`src/rtl/mips_trace_buf_pkg.sv`:
```
// mips_trace_pkg: trace entry layout, FSM state encoding and flag bit positions
package mips_trace_pkg;
  typedef enum logic [1:0] {IDLE = 2'd0, RUN = 2'd1, HALT = 2'd2} state_e;
  typedef struct packed {
    logic [9:0]  pc;
    logic [31:0] instr;
    logic [31:0] wdata;
    logic        mem_write;
    logic        reg_write;
  } trace_entry_t;
  localparam int FLAG_REGWRITE = 0;
  localparam int FLAG_MEMWRITE = 1;
endpackage

```
`src/rtl/mips_trace_buf_if.sv`:
```
// mips_trace_buf_if: processor-side capture controls and consumer-side trace head/status
interface mips_trace_buf_if #(parameter int DEPTH = 16, parameter int CNT_W = 16);
  logic [9:0]             ip_PC;
  logic [31:0]            ip_instruction;
  logic [31:0]            ip_write_data;
  logic                   ip_RegWrite;
  logic                   ip_MemWrite;
  logic                   ip_stall;
  logic                   ip_capture_en;
  logic                   ip_stop_on_full;
  logic                   ip_clear;
  logic                   ip_ready;
  logic                   op_valid;
  logic [9:0]             op_PC;
  logic [31:0]            op_instruction;
  logic [31:0]            op_write_data;
  logic [1:0]             op_flags;
  logic [$clog2(DEPTH):0] op_level;
  logic [CNT_W-1:0]       op_instr_count;
  logic [CNT_W-1:0]       op_drop_count;
  logic [CNT_W-1:0]       op_stall_cycles;
  logic                   op_overflow;
  logic [1:0]             op_state;
  modport master (
    output ip_PC, ip_instruction, ip_write_data, ip_RegWrite, ip_MemWrite, ip_stall,
           ip_capture_en, ip_stop_on_full, ip_clear, ip_ready,
    input  op_valid, op_PC, op_instruction, op_write_data, op_flags, op_level,
           op_instr_count, op_drop_count, op_stall_cycles, op_overflow, op_state
  );
  modport slave (
    input  ip_PC, ip_instruction, ip_write_data, ip_RegWrite, ip_MemWrite, ip_stall,
           ip_capture_en, ip_stop_on_full, ip_clear, ip_ready,
    output op_valid, op_PC, op_instruction, op_write_data, op_flags, op_level,
           op_instr_count, op_drop_count, op_stall_cycles, op_overflow, op_state
  );
endinterface

```
`src/rtl/mips_trace_buf_fifo.sv`:
```
// trace_fifo: show-ahead circular buffer of trace entries; a push into a full buffer
// is refused unless a pop happens in the same cycle
module trace_fifo
  import mips_trace_pkg::*;
#(
  parameter int DEPTH = 16
) (
  input  logic                   clk,
  input  logic                   rst,
  input  logic                   push_i,
  input  logic                   pop_i,
  input  trace_entry_t           din_i,
  output trace_entry_t           dout_o,
  output logic                   full_o,
  output logic                   empty_o,
  output logic [$clog2(DEPTH):0] level_o
);
  localparam int AW = $clog2(DEPTH);
  localparam int LW = AW + 1;
  trace_entry_t  mem_q [DEPTH];
  logic [AW-1:0] wr_q, wr_d, rd_q, rd_d;
  logic [LW-1:0] level_q, level_d;
  logic          push, pop;
  assign full_o  = level_q == LW'(DEPTH);
  assign empty_o = level_q == '0;
  assign level_o = level_q;
  assign dout_o  = mem_q[rd_q];
  assign pop     = pop_i && !empty_o;
  assign push    = push_i && (!full_o || pop);
  always_comb begin
    wr_d    = push ? wr_q + AW'(1) : wr_q;
    rd_d    = pop ? rd_q + AW'(1) : rd_q;
    level_d = level_q + LW'(push) - LW'(pop);
  end
  always_ff @(posedge clk) begin
    if (rst) begin
      wr_q    <= '0;
      rd_q    <= '0;
      level_q <= '0;
    end else begin
      wr_q    <= wr_d;
      rd_q    <= rd_d;
      level_q <= level_d;
    end
  end
  always_ff @(posedge clk) begin
    if (push) mem_q[wr_q] <= din_i;
  end
endmodule

```
`src/rtl/mips_trace_buf.sv`:
```
// mips_trace_buf: instruction trace capture FSM, saturating counters and trace FIFO.
// Define MIPS_TRACE_STALL_CNT_EN to build the stall-cycle counter.
module mips_trace_buf
  import mips_trace_pkg::*;
#(
  parameter int DEPTH = 16,
  parameter int CNT_W = 16
) (
  input logic            clock,
  input logic            reset,
  mips_trace_buf_if.slave bus
);
  state_e                 state_q, state_d;
  logic [CNT_W-1:0]       instr_q, instr_d, drop_q, drop_d;
  logic                   ovf_q, ovf_d;
  logic                   full, empty, push_req, pop, push, drop;
  logic [$clog2(DEPTH):0] level;
  trace_entry_t           din, head, shown;
  assign push_req = state_q == RUN && !bus.ip_stall && !bus.ip_clear;
  assign pop      = !empty && bus.ip_ready && !bus.ip_clear;
  assign push     = push_req && (!full || pop);
  assign drop     = push_req && full && !pop;
  assign din      = '{pc: bus.ip_PC, instr: bus.ip_instruction, wdata: bus.ip_write_data,
                      mem_write: bus.ip_MemWrite, reg_write: bus.ip_RegWrite};
  trace_fifo #(.DEPTH(DEPTH)) u_fifo (
    .clk    (clock),
    .rst    (!reset || bus.ip_clear),
    .push_i (push),
    .pop_i  (pop),
    .din_i  (din),
    .dout_o (head),
    .full_o (full),
    .empty_o(empty),
    .level_o(level)
  );
  always_comb begin
    state_d = bus.ip_clear ? IDLE
            : state_q == IDLE ? (bus.ip_capture_en ? RUN : IDLE)
            : state_q == RUN ? (drop && bus.ip_stop_on_full ? HALT : bus.ip_capture_en ? RUN : IDLE)
            : HALT;
    instr_d = bus.ip_clear ? '0 : (push && !(&instr_q)) ? instr_q + CNT_W'(1) : instr_q;
    drop_d  = bus.ip_clear ? '0 : (drop && !(&drop_q)) ? drop_q + CNT_W'(1) : drop_q;
    ovf_d   = !bus.ip_clear && (ovf_q || drop);
  end
  always_ff @(posedge clock) begin
    if (!reset) begin
      state_q <= IDLE;
      instr_q <= '0;
      drop_q  <= '0;
      ovf_q   <= 1'b0;
    end else begin
      state_q <= state_d;
      instr_q <= instr_d;
      drop_q  <= drop_d;
      ovf_q   <= ovf_d;
    end
  end
`ifdef MIPS_TRACE_STALL_CNT_EN
  logic [CNT_W-1:0] stall_q, stall_d;
  always_comb
    stall_d = bus.ip_clear ? '0
            : (state_q == RUN && bus.ip_stall && !(&stall_q)) ? stall_q + CNT_W'(1) : stall_q;
  always_ff @(posedge clock) begin
    if (!reset) stall_q <= '0;
    else stall_q <= stall_d;
  end
  assign bus.op_stall_cycles = stall_q;
`else
  assign bus.op_stall_cycles = '0;
`endif
  // head fields read as zero while the buffer is empty
  assign shown              = empty ? '0 : head;
  assign bus.op_valid       = !empty;
  assign bus.op_PC          = shown.pc;
  assign bus.op_instruction = shown.instr;
  assign bus.op_write_data  = shown.wdata;
  assign bus.op_flags       = {shown.mem_write, shown.reg_write};
  assign bus.op_level       = level;
  assign bus.op_instr_count = instr_q;
  assign bus.op_drop_count  = drop_q;
  assign bus.op_overflow    = ovf_q;
  assign bus.op_state       = state_q;
endmodule

```
`src/flat_wrapper.sv`:
```
// flat-port wrapper written by rule: the top's interface ports become plain ports
module mips_trace_buf_flat import mips_trace_pkg::*;
#(
  parameter int DEPTH = 16,
  parameter int CNT_W = 16
)
  (clock, reset, bus_ip_PC, bus_ip_instruction, bus_ip_write_data, bus_ip_RegWrite, bus_ip_MemWrite, bus_ip_stall, bus_ip_capture_en, bus_ip_stop_on_full, bus_ip_clear, bus_ip_ready, bus_op_valid, bus_op_PC, bus_op_instruction, bus_op_write_data, bus_op_flags, bus_op_level, bus_op_instr_count, bus_op_drop_count, bus_op_stall_cycles, bus_op_overflow, bus_op_state);
  mips_trace_buf_if #(.DEPTH(DEPTH), .CNT_W(CNT_W)) bus_i ();
  input logic clock;
  input logic reset;
  input wire logic [$bits(bus_i.ip_PC)-1:0] bus_ip_PC;
  input wire logic [$bits(bus_i.ip_instruction)-1:0] bus_ip_instruction;
  input wire logic [$bits(bus_i.ip_write_data)-1:0] bus_ip_write_data;
  input wire logic [$bits(bus_i.ip_RegWrite)-1:0] bus_ip_RegWrite;
  input wire logic [$bits(bus_i.ip_MemWrite)-1:0] bus_ip_MemWrite;
  input wire logic [$bits(bus_i.ip_stall)-1:0] bus_ip_stall;
  input wire logic [$bits(bus_i.ip_capture_en)-1:0] bus_ip_capture_en;
  input wire logic [$bits(bus_i.ip_stop_on_full)-1:0] bus_ip_stop_on_full;
  input wire logic [$bits(bus_i.ip_clear)-1:0] bus_ip_clear;
  input wire logic [$bits(bus_i.ip_ready)-1:0] bus_ip_ready;
  output wire logic [$bits(bus_i.op_valid)-1:0] bus_op_valid;
  output wire logic [$bits(bus_i.op_PC)-1:0] bus_op_PC;
  output wire logic [$bits(bus_i.op_instruction)-1:0] bus_op_instruction;
  output wire logic [$bits(bus_i.op_write_data)-1:0] bus_op_write_data;
  output wire logic [$bits(bus_i.op_flags)-1:0] bus_op_flags;
  output wire logic [$bits(bus_i.op_level)-1:0] bus_op_level;
  output wire logic [$bits(bus_i.op_instr_count)-1:0] bus_op_instr_count;
  output wire logic [$bits(bus_i.op_drop_count)-1:0] bus_op_drop_count;
  output wire logic [$bits(bus_i.op_stall_cycles)-1:0] bus_op_stall_cycles;
  output wire logic [$bits(bus_i.op_overflow)-1:0] bus_op_overflow;
  output wire logic [$bits(bus_i.op_state)-1:0] bus_op_state;
  assign bus_i.ip_PC = bus_ip_PC;
  assign bus_i.ip_instruction = bus_ip_instruction;
  assign bus_i.ip_write_data = bus_ip_write_data;
  assign bus_i.ip_RegWrite = bus_ip_RegWrite;
  assign bus_i.ip_MemWrite = bus_ip_MemWrite;
  assign bus_i.ip_stall = bus_ip_stall;
  assign bus_i.ip_capture_en = bus_ip_capture_en;
  assign bus_i.ip_stop_on_full = bus_ip_stop_on_full;
  assign bus_i.ip_clear = bus_ip_clear;
  assign bus_i.ip_ready = bus_ip_ready;
  assign bus_op_valid = bus_i.op_valid;
  assign bus_op_PC = bus_i.op_PC;
  assign bus_op_instruction = bus_i.op_instruction;
  assign bus_op_write_data = bus_i.op_write_data;
  assign bus_op_flags = bus_i.op_flags;
  assign bus_op_level = bus_i.op_level;
  assign bus_op_instr_count = bus_i.op_instr_count;
  assign bus_op_drop_count = bus_i.op_drop_count;
  assign bus_op_stall_cycles = bus_i.op_stall_cycles;
  assign bus_op_overflow = bus_i.op_overflow;
  assign bus_op_state = bus_i.op_state;
  mips_trace_buf #(.DEPTH(DEPTH), .CNT_W(CNT_W)) u_core (.clock(clock), .reset(reset), .bus(bus_i));
endmodule
```
`config.mk`:
```
export PLATFORM = sky130hd
export DESIGN_NAME = mips_trace_buf_flat
export DESIGN_NICKNAME = d
export VERILOG_FILES = /design/src/rtl/mips_trace_buf_pkg.sv /design/src/rtl/mips_trace_buf_if.sv /design/src/rtl/mips_trace_buf_fifo.sv /design/src/rtl/mips_trace_buf.sv /design/src/flat_wrapper.sv
export SDC_FILE = /design/constraint.sdc
export NUM_CORES = 1
export LEC_CHECK = 0
export CAP_MARGIN = 0
export CORE_ASPECT_RATIO = 0.8
export CORE_UTILIZATION = 39
export CTS_BUF_LIST = sky130_fd_sc_hd__clkbuf_8 sky130_fd_sc_hd__clkbuf_16
export DETAILED_ROUTE_END_ITERATION = 8
export PLACE_DENSITY = 0.6
export SYNTH_ARGS = -nofsm -noshare
export SYNTH_HDL_FRONTEND = slang
export SYNTH_SLANG_ARGS = --single-unit
export TNS_END_PERCENT = 5
```
`constraint.sdc`:
```
create_clock -name clock -period 15.8 [get_ports clock]
set_clock_uncertainty 0.1 [all_clocks]
set_input_delay 2.37 -clock clock [delete_from_list [all_inputs] [get_ports clock]]
set_output_delay 2.37 -clock clock [all_outputs]
set_load 0.05 [all_outputs]
```
# Word level (Yosys, flattened, before mapping)
# Memory sizes are Yosys's and may differ from the RTL's. A register that Yosys moved wholly into a read port is not among the register bits.
# Cells that the tools add are included.
dict set report totals {
  register_bits 48
  mem_bits_rw 1216
  inputBits 83
  output_inout_bits 133
  wordCells 56
  mem_count 1
}
dict set report classes {
  addsub 6
  n_eq_ne 2
  n_mux 9
  bitwise 1
  n_reduce_logical 30
}
# memory words width rd rd_ports_with_merged_regs write_ports line_no
set memory_table {}
lappend memory_table {u_core.u_fifo.mem_q 16 76 1 1 1 mips_trace_buf_fifo.sv:20} ;# trace_entry_t mem_q [DEPTH];
# op count
set op_table {}
lappend op_table {{two-way mux 76 bit} 1}
lappend op_table {{adder 16 x 1 -> 16 bit (second input constant)} 2}
lappend op_table {{AND reduction 16 bit} 2}
lappend op_table {{logical AND 1 bit} 13}
lappend op_table {{adder 4 x 1 -> 4 bit (second input constant)} 2}
lappend op_table {{logical NOT 1 bit} 8}
lappend op_table {{two-way mux 4 bit} 2}
lappend op_table {{two-way mux 2 bit} 3}
lappend op_table {{adder 5 x 1 -> 5 bit} 1}
lappend op_table {{== test 5 bit (second input constant)} 1}
lappend op_table {{logical NOT 5 bit} 1}
lappend op_table {{subtractor 5 x 1 -> 5 bit} 1}
lappend op_table {{logical OR 1 bit} 4}
lappend op_table {{two-way mux 1 bit} 3}
lappend op_table {{== test 2 x 1 -> 1 bit (second input constant)} 1}
lappend op_table {{logical NOT 2 bit} 1}
lappend op_table {{OR reduction 2 bit} 1}
lappend op_table {{NOT 1 bit} 1}

# Logic depth before layout (Yosys ltp)
dict set report logic_depth {
  ltp_word 10
  ltp_mapped 17
  ltp_nobuf 15
}

# By module
# From an unflattened synthesis, not the netlist that was laid out.
dict set report hier_totals {
  hier_cells 2290
  area_unflattened_um2 48809.3
}
# mod n_inst cells_per_inst area_each_um2 seq_area_each_um2
set modules_own_cells {}
lappend modules_own_cells {trace_fifo 1 1965 46306.9 36855.3}
lappend modules_own_cells {mips_trace_buf 1 325 2502.4 700.7}

# Worst setup path after synthesis
# OpenSTA, ideal clock, no wires.
dict set report synth_timing {
  path_kind {input-to-reg}
  start {input bus_ip_clear}
  end {memory u_core.u_fifo.mem_q[3][0] (netlist name), enable pin}
  setup_time_ns 0.603
  t_arrival_ns 8.614
  required_time_ns 15.097
  path_slack_ns 6.482
  cell_stages 5
  n_path_buf 1
  cell_sequence {nor4b_1 > o21a_1 > clkbuf_1 > nand2_1 > nor3_1}
}
dict set report synth_between {
  elab_chain_len 7
  elab_cells_between_ends 10
  classes_between {mux (2); reduce/logical (8)}
}
# item line_no
set synth_rtl {}
lappend synth_rtl {{start, declared} flat_wrapper.sv:19} ;# input wire logic [$bits(bus_i.ip_clear)-1:0] bus_ip_clear;
lappend synth_rtl {{logical NOT 1 bit *} {mips_trace_buf.sv:19, mips_trace_buf.sv:20}}
lappend synth_rtl {{logical AND 1 bit} mips_trace_buf.sv:20} ;# assign pop = !empty && bus.ip_ready && !bus.ip_clear;
lappend synth_rtl {{logical OR 1 bit or logical AND 1 bit (tied branches)} {mips_trace_buf.sv:21, mips_trace_buf_fifo.sv:28}}
lappend synth_rtl {{logical AND 1 bit or logical OR 1 bit (tied branches)} {mips_trace_buf.sv:21, mips_trace_buf_fifo.sv:29}}
lappend synth_rtl {{logical AND 1 bit *} mips_trace_buf_fifo.sv:29} ;# assign push = push_i && (!full_o || pop);
lappend synth_rtl {{two-way mux 1 bit *} mips_trace_buf_fifo.sv:47} ;# if (push) mem_q[wr_q] <= din_i;
lappend synth_rtl {{two-way mux 1 bit (implied by the code) *} mips_trace_buf_fifo.sv:47}
lappend synth_rtl {{end, declared} mips_trace_buf_fifo.sv:20}
# Every way passes the cells marked *; elsewhere a longest branch is shown, timed or not.

==> metrics.md <==
| Metric | Value |
|---|---|
| Synthesis Warnings | 0 |
| Yosys top cell by area | edfxtp_1 |
| Post-synth EDFFs | 1216 |
| Hold_buf cts | 0 |
| Min Clock Period, post-route | 7010 ps |
| Nets | about 2500 |
| All-Layer GR Usage | 0.178 |
| Failing checks | design-rule violations |
| Setup TNS | 0 ps |
| Root Buffer | clkbuf_16 |
| Final core occ | 0.457 |
| Multi-input logic area | between 0.01 and 0.015 mm² |
| Ports | roughly 220 |
| Largest delay share family, worst path | buffers and inverters |
| Worst Path Buf+Inv | 2 |
| Detail Placement HPWL | approximately 57 mm |
| Max cap viols | 0 |
| Fillers | just over 10000 |
| Slew Viols, Final | 0 |
| Share of cells above drive strength 1 | 0.222 |
| Fin crit share | 0.444 |
| Sequential fraction of the synthesis area | 0.773 |
| DRC | 36 |
| DRT Pass-1 Iters | 7 |
| Synth Flop Type | edfxtp_1 |
| GP Congestion | between 0.7 and 0.8 |
| Gate Count Post-Synth | around 2200 |
| RSZ-0062 raised after global routing | no |
| Worst EP arrival | roughly 4500 ps |
| Std-Cell Rows | 115 |
| Status | finished with violations |
| Die Ht | approximately 320 µm |
| Asr flop ratio synth | 0 |
| Reg clk slew, reported paths | approximately 70 ps |
| Vias | ~23000 |
| Cell area power density | about 120 mW/mm² |
| Core area | 0.123 mm² |
| Insertion delay to the later sink of the worst-skew pair | ~720 ps |
| IO Port Bufs | ~200 |
| Commonest non-fill, non-tap cell in the layout | edfxtp_1 |
| Mapped Avg Cell Area | 22.3 µm² |
| Most frequent cells in the layout | 1216 x edfxtp_1, 304 x mux4_2, 199 x clkdlybuf4s50_1 |
| Critical path required time | approximately 13000 ps |
| Setup Viol. Count Final | 0 |
| Largest net degree at the start of global routing | 153 |
| Worst path slowest cell | dfxtp_4 |
| Synth top area share | 0.751 |
| Max rail drop VDD | 112 µV |
| First-pass GRT wire length | 164 mm |
| Cell leakage power | roughly 0.017 µW |
| Min Hold Slack | 400 ps |
| Most area-consuming cells after synthesis | edfxtp_1 75%, mux4_2 14%, mux2i_1 3.2% |
| Final WL | around 110 mm |
| Total CTS buffers | 120 |
| Initial Utilization | 0.394 |
| HP Class | reg -> reg |
| Area grow syn2layout | 16.1% |
| GRT overflow | 0 |
| Die Span X | roughly 400 µm |
| WL/cell | roughly 27 µm |
| Critical path's largest stage delay | around 990 ps |
| Number of post-CTS setup repair buffers | 0 |
| Via density | around 5.5 |
| Final hold vios | 0 |
| Rel. slew slack | 0.228 |
| Die area | about 0.13 mm² |
| ANT nets after route | 0 |
| TritonCTS clock tree | done |
| Initial DRC Count | ~2000 |
| Vias in the first global route | between 20000 and 25000 |
| Max H-tree Level | 3 |
| #FFs+latches synth | between 1000 and 1500 |
| Max Freq | around 140 MHz |
| Max Buffers Root-to-Sink | 3 |
| Cell Area, Synth | 0.0486 mm² |
| Antenna violations before repair | 15 |
| Cts repair resizes | 0 |
| Seq. cell area | 0.0376 mm² |
| Setup Crit Path Kind | reg -> out |
| Final Power | just under 7000 µW |
| Crit end category | output pin |
| Clock Sink Count | between 1000 and 1500 |
| Crit path max fanout | 47 |
| Crit start category | flip-flop |
| Synth cell types | 49 |
| Actual slew at the worst max-slew pin | between 1000 and 1500 ps |
| Cells along the critical path | buf_4 > mux4_2 > mux2i_1 > o22ai_1 > clkdlybuf4s50_1 |
==> layer usage <==
layer / wire length, µm / GRT usage / part of all wire
met5: 160 / 0 / 0.0014
met4: 1770 / 0.0390 / 0.016
met3: 6120 / 0.0353 / 0.055
met2: 55000 / 0.285 / 0.49
met1: 49000 / 0.253 / 0.44
==> path summary, 6_finish.rpt <==
kind / startpoint / to / slack [ps] / depth (start not counted)
setup / recovery: flip-flop / bus_op_instruction[12] / 8790 / 5
hold / removal: u_core.bus.op_overflow$_SDFF_PN0_ / u_core.bus.op_overflow$_SDFF_PN0_ / 400 / 2
setup reg to reg: u_core.u_fifo.level_o[2]$_SDFF_PP0_ / u_core.u_fifo.mem_q[8][44]$_DFFE_PP_ / 11600 / 8
hold reg to reg: u_core.bus.op_overflow$_SDFF_PN0_ / u_core.bus.op_overflow$_SDFF_PN0_ / 400 / 2
==> area by class of cell <==
class | count | share of cell area
Sequential cell | 1268 | 0.666
Multi-Input combinational cell | 776 | 0.187
Clock buffer | 122 | 0.0541
Timing Repair Buffer | 246 | 0.0420
Tap cell | 1638 | 0.0363
Clock inverter | 101 | 0.0134
Inverter | 19 | 0.00126
Antenna cell | 4 | 0.000177
==> sequential cells by signal, indices dropped and copies added, names as in the netlist, named ones only <==
register / count
u_core.u_fifo.rd_q: 4
u_core.u_fifo.mem_q: 1216
u_core.bus.op_instr_count: 16
u_core.bus.op_drop_count: 16
u_core.bus.op_overflow: 1
u_core.u_fifo.level_o: 5
u_core.bus.op_state: 2
u_core.u_fifo.wr_q: 4
==> cell families (layout without fill, tap and decap cells) <==
kind of cell / Yosys count / after routing / share of synthesized area
adder cells (fa/ha/maj): 14 / 14 / 0.00376
XOR/XNOR: 27 / 27 / 0.00487
buffers and inverters: 151 / 488 / 0.0141
AO/OA/AOI/OAI: 116 / 116 / 0.0164
flip-flops: 1268 / 1268 / 0.773
other: 1 / 20 / 0.0000772
multiplexers: 461 / 461 / 0.173
AND/OR/NAND/NOR: 142 / 142 / 0.0149
==> synthesized netlist by cell type, drive strengths merged, types with 3 or more instances <==
cell,count
and4,4
inv,19
ha,13
nand2b,6
buf,75
a2111oi,4
or3,4
xnor2,19
nor3,9
and3,4
a31oi,3
nand2,19
clkbuf,57
nor2b,3
mux4,304
xor2,8
nand3,16
a21oi,11
nand4,10
o21ai,5
mux2i,157
o22ai,76
nor2,55
nor4b,3
edfxtp,1216
a211oi,9
dfxtp,52
==> power by group <==
group	internal [µW]	switching (µW)
Sequential	3680	4.35
Clock	1530	1240
Combinational	113	268
==> worst register-to-register path: cells and delay by family, from the launching register on <==
family                     cells  cell delay [ps]
and+or+nand+nor                3             1340
buffers and inverters          3             1320
adders and majority gates      1              210
DFF                            1              370
AOI/OAI and AO/OA              1              460
==> per-stage QoR <==
stage                     instance area (µm²)  std cells  worst slack, ps
after floorplan                         48700       2195             6480
after global placement                  52600       3947             9070
after detailed placement                52600       3947             9010
after CTS                               56400       4170             8600
after global routing                    56400       4173             8520
final                                   56400       4174             8790
Note: power is estimated with default switching activity, not from simulation.
